===== src/rtl/seq_detector_param.sv =====
// ---------------------------------------------------------------------------
// seq_detector_param
//
// Parametrised serial bit-pattern detector (KMP automaton).
// It accepts one bit per cycle while en is high. The first pattern bit
// received is PATTERN[PAT_LEN-1].
//
// Parameters
//   PAT_LEN  : pattern length in bits (legal range 2..16)
//   PATTERN  : pattern to detect, MSB received first
//   OVERLAP  : 1 = overlapping matches count, 0 = restart from empty after a match
//   CNT_W    : width of the saturating match counter
//   STATE_W  : derived width of state; leave at its default
//
// Ports
//   clk         : clock, rising edge
//   reset       : synchronous active-high reset, highest priority
//   x           : serial data bit
//   en          : x is valid this cycle; when low, all state holds
//   clr_cnt     : synchronous clear of match_count (wins over an increment)
//   state       : matched-prefix length, 0..PAT_LEN-1 (registered)
//   y           : registered (Moore) match pulse, one cycle after the final bit
//   y_mealy     : combinational (Mealy) match, same cycle as the final bit
//   match_count : saturating count of matches
// ---------------------------------------------------------------------------
module seq_detector_param #(
    parameter int                 PAT_LEN = 4,
    parameter logic [PAT_LEN-1:0] PATTERN = 4'b1011,
    parameter bit                 OVERLAP = 1'b1,
    parameter int                 CNT_W   = 8,
    parameter int                 STATE_W = $clog2(PAT_LEN)
) (
    input  logic               clk,
    input  logic               reset,
    input  logic               x,
    input  logic               en,
    input  logic               clr_cnt,
    output logic [STATE_W-1:0] state,
    output logic               y,
    output logic               y_mealy,
    output logic [CNT_W-1:0]   match_count
);

    // Pattern bit i in arrival order (i = 0 is the first bit received).
    function automatic logic pat_bit(input int i);
        return PATTERN[PAT_LEN-1-i];
    endfunction

    // Longest prefix of the pattern, capped at PAT_LEN-1, that is a suffix of
    // (first k pattern bits followed by b). Evaluated only at elaboration
    // time, so the fallback table follows PATTERN automatically.
    function automatic int fallback(input int k, input logic b);
        int   best;
        int   pos;
        logic ok;
        logic s_bit;
        best = 0;
        for (int len = 1; len <= PAT_LEN - 1; len++) begin
            if (len <= k + 1) begin
                ok = 1'b1;
                for (int i = 0; i < len; i++) begin
                    pos   = k + 1 - len + i;
                    s_bit = (pos == k) ? b : pat_bit(pos);
                    if (s_bit != pat_bit(i)) begin
                        ok = 1'b0;
                    end
                end
                if (ok) begin
                    best = len;
                end
            end
        end
        return best;
    endfunction

    localparam logic [STATE_W-1:0] LAST_STATE = STATE_W'(PAT_LEN - 1);
    // After the final bit of a match the automaton resumes from the longest
    // proper border of the pattern; with overlap disabled it starts empty.
    localparam logic [STATE_W-1:0] BORDER     = STATE_W'(fallback(PAT_LEN - 1, PATTERN[0]));
    localparam logic [STATE_W-1:0] RESTART    = OVERLAP ? BORDER : '0;
    localparam logic [CNT_W-1:0]   CNT_MAX    = '1;

    logic [STATE_W-1:0] state_reg;
    logic [STATE_W-1:0] state_next;
    logic               y_reg;
    logic               y_next;
    logic [CNT_W-1:0]   cnt_reg;
    logic [CNT_W-1:0]   cnt_next;
    logic               match;

    // Next-state tables, one entry per state for each value of x.
    logic [STATE_W-1:0] nxt0_tab [PAT_LEN];
    logic [STATE_W-1:0] nxt1_tab [PAT_LEN];

    genvar gi;
    generate
        for (gi = 0; gi < PAT_LEN; gi++) begin : g_fallback
            localparam logic [STATE_W-1:0] F0 = STATE_W'(fallback(gi, 1'b0));
            localparam logic [STATE_W-1:0] F1 = STATE_W'(fallback(gi, 1'b1));
            assign nxt0_tab[gi] = F0;
            assign nxt1_tab[gi] = F1;
        end
    endgenerate

    // Reset is folded in so y_mealy stays low while reset is asserted.
    assign match = en && !reset && (state_reg == LAST_STATE) && (x == PATTERN[0]);

    always_comb begin
        state_next = state_reg;
        cnt_next   = cnt_reg;
        // With en low, match is 0, so y drops and a pulse is never stretched.
        y_next     = match;

        if (en) begin
            if (match) begin
                state_next = RESTART;
            end else if (x) begin
                state_next = nxt1_tab[state_reg];
            end else begin
                state_next = nxt0_tab[state_reg];
            end
        end

        if (clr_cnt) begin
            cnt_next = '0;
        end else if (match && (cnt_reg != CNT_MAX)) begin
            cnt_next = cnt_reg + 1'b1;
        end
    end

    always_ff @(posedge clk) begin
        if (reset) begin
            state_reg <= '0;
            y_reg     <= 1'b0;
            cnt_reg   <= '0;
        end else begin
            state_reg <= state_next;
            y_reg     <= y_next;
            cnt_reg   <= cnt_next;
        end
    end

    assign state       = state_reg;
    assign y           = y_reg;
    assign y_mealy     = match;
    assign match_count = cnt_reg;

endmodule

===== config.mk =====
export PLATFORM = sky130hd
export DESIGN_NAME = seq_detector_param
export DESIGN_NICKNAME = d
export VERILOG_FILES = /design/src/rtl/seq_detector_param.sv
export SDC_FILE = /design/constraint.sdc
export NUM_CORES = 1
export LEC_CHECK = 0
export CAP_MARGIN = 30
export CORE_UTILIZATION = 30
export DETAILED_ROUTE_END_ITERATION = 6
export PLACE_DENSITY = 0.65
export SYNTH_ARGS = -nofsm -noshare
export SYNTH_HDL_FRONTEND = slang
export SYNTH_SLANG_ARGS = --single-unit

===== constraint.sdc =====
create_clock -name clk -period 2.5 [get_ports clk]
set_input_delay 0.5 -clock clk [delete_from_list [all_inputs] [get_ports clk]]
set_output_delay 0.5 -clock clk [all_outputs]
set_load 0.05 [all_outputs]

==> flow_summary.json <==
{
  "synth_compound_area_share_pct": 18.2,
  "worst_skew_pair.late_latency_ns": 0.27,
  "setup_slack_ns": 0.172,
  "track_usage_pct": 13.9,
  "yosys.area.top_type_share_pct": 41.7,
  "remaining_drc_errors": 3,
  "reg2reg_depth": 5,
  "antenna_found_initial": 0,
  "hold_class": "reg -> reg",
  "final_cell_area_um2": 749,
  "setup_viol": 0,
  "synth_nets": 70,
  "synth-seq-cells": 11,
  "portBuffers": 16,
  "numCtsBuffers": 3,
  "end_kind": "output port",
  "first_pass_iters": 6,
  "final_common_cell": "clkdlybuf4s50_1",
  "ys_types": 24,
  "fmax_ghz": 0.430,
  "place_area_um2": 723,
  "cp-start-kind": "input pin",
  "worst_slew_pin_slew_ns": 0.497,
  "layout.cells.non_filler": 100,
  "die_h_um": 44.0,
  "seq_power_share_pct": 55.0,
  "synth.avg_cell_area_um2": 8.25,
  "peakVddDrop_mv": 0.167,
  "violations": "design-rule violations",
  "ys.warnings.count": 0,
  "place_congestion": 0.830,
  "cts_resized": 0,
  "hold_depth": 1,
  "cts_buffer_depth": 2,
  "maxCapViolCount": 0,
  "grt_max_degree": 9,
  "crit_required_ns": 2.00,
  "period_needed_ns": 2.33,
  "synth-simple-area-share_pct": 28.4,
  "status": "finished with violations",
  "initial_core_util_pct": 33.5,
  "core_mm2": 0.00158,
  "p_clk_share_pct": 37.6,
  "tns_ns": 0,
  "ios": 17,
  "r2r_slack_ns": 0.73,
  "clk_pin_slew_worst_paths_ns": 0.07,
  "holdBufCountCts": 0,
  "nets": 91,
  "leakagePower_uw": 0.000294,
  "cts_root_buffer": "clkbuf_4",
  "post-place-ws_ns": 0.160,
  "min_from": "match_count[2]",
  "switching_share_pct": 22.9,
  "grt_pass1_wl_um": 1980,
  "h-tree-depth": 1,
  "n_antenna_cell": 0,
  "synth_top_cell_by_area": "dfxtp_1",
  "netSwitchingPower_uw": 73.8,
  "grt_overflow": 0,
  "cp.arrival_ns": 1.83,
  "vias_per_cell": 5.30,
  "largest_reg_flops": 8,
  "rsz0062_at_grt": "no",
  "holdPathEnd": "match_count[2]",
  "wl_per_cell_um": 11.8,
  "post-cts-setup-buffers": 0,
  "crit_fanout": 6,
  "mostFrequentLayoutCells": "clkdlybuf4s50_1, dfxtp_1",
  "synthTopCellsByArea": "dfxtp_1, a21oi_1, and3_1, mux2i_1, nand3_1",
  "timing.rr.end": "match_count[4]",
  "placedCellCount": 96,
  "p_int_uw": 249,
  "criticalPathCategory": "in -> out",
  "p_per_area_mw_per_mm2": 431,
  "syn_area_um2": 528,
  "fill_cells": 156,
  "ant_nets": 0,
  "drv_slew": 0,
  "num_vias": 530,
  "dieArea_mm2": 0.00193,
  "clock_sinks": 11,
  "synth_xor_area_share_pct": 0,
  "cts_tree": "done",
  "relSlewSlack_pct": 66.8,
  "grt_pass1_vias": 478,
  "synth_mux_area_share_pct": 3.79,
  "area_growth_pct": 41.9,
  "rows": 14,
  "seq_area_frac_synth_pct": 41.7,
  "dieWidth_um": 44.0,
  "clock_skew_ns": 0.00216,
  "hold_viol": 0,
  "combPwrFrac_pct": 7.5,
  "synthesis.instances": 64,
  "reg2reg_from": "match_count[0]",
  "synthAdderAreaFrac_pct": 2.37,
  "final.period_utilization_pct": 93.1,
  "first_iter_violations": 14,
  "wl_um": 1180,
  "drive_gt1_share_pct": 9.52,
  "synth_top_family_by_area": "simple AND/OR/NAND/NOR gates"
}
## stage by stage
step | total power, uW | util, % | hold slack, ns
2_1_floorplan | 193 | - | 0.572
3_3_place_gp | 205 | 45.9 | 0.493
3_5_place_dp | 206 | 45.9 | 0.499
4_1_cts | 328 | 47.5 | 0.509
5_1_grt | 334 | 47.5 | 0.534
6_report | 323 | 47.5 | 0.508
## synth_stat cells
master	n
a21oi_1	5
a31o_2	1
a31oi_1	1
and2_1	1
and3_1	4
and4_1	1
buf_2	1
clkbuf_2	1
dfxtp_1	11
ha_1	1
inv_1	5
mux2i_1	2
nand2_1	5
nand3_1	4
nand4_1	1
nor2_1	5
nor2b_1	1
o21ai_0	3
o311ai_0	1
o31ai_1	2
o41ai_1	2
or2_2	1
or3_1	3
or4_1	2
## layer usage
layer | track usage [%] | routed length, um
met5 | 0 | 0
met4 | 9.09 | 24
met3 | 2.50 | 28
met2 | 21.5 | 565
met1 | 17.8 | 565
## how the worst max path moves through the flow
stage / start / endpoint / slack (ns)
2_1_floorplan: state[0] / y_mealy / 0.32
3_3_place_gp: en / y_mealy / 0.21
3_5_place_dp: en / y_mealy / 0.16
4_1_cts: en / y_mealy / 0.16
5_1_grt: en / y_mealy / 0.08
6_report: en / y_mealy / 0.17
## worst max-delay path: stages
cell             delay (ns)
clkdlybuf4s50_1        0.51
nand2_1                0.08
or3_1                  0.44
inv_1                  0.15
buf_12                 0.15
## cells by family after synthesis
group | count (synthesis)
buffers and inverters | 7
AOI/OAI and AO/OA | 15
adders and majority gates | 1
muxes | 2
and+or+nand+nor | 28
DFF | 11
## power by group through the flow
| stage | sequential (uW) | clock (uW) | combinational (uW) |
|---|---|---|---|
| 2_1_floorplan | 186 | 0 | 6.37 |
| 5_1_grt | 178 | 131 | 25.8 |
| 6_report | 178 | 121 | 24.2 |
| 3_3_place_gp | 182 | 0 | 23.6 |
| 3_5_place_dp | 182 | 0 | 24.0 |
| 4_1_cts | 178 | 126 | 24.4 |
## final cells by class
type | instances | area, um2 | share of cell area (%)
multi-input combinational | 46 | 279 | 37.2
clock buffer | 4 | 26.3 | 3.51
sequential | 11 | 220 | 29.4
inverter | 5 | 18.8 | 2.50
tap | 16 | 20.0 | 2.67
timing repair buffer | 18 | 185 | 24.7
Note: power is estimated with default switching activity, not from simulation.
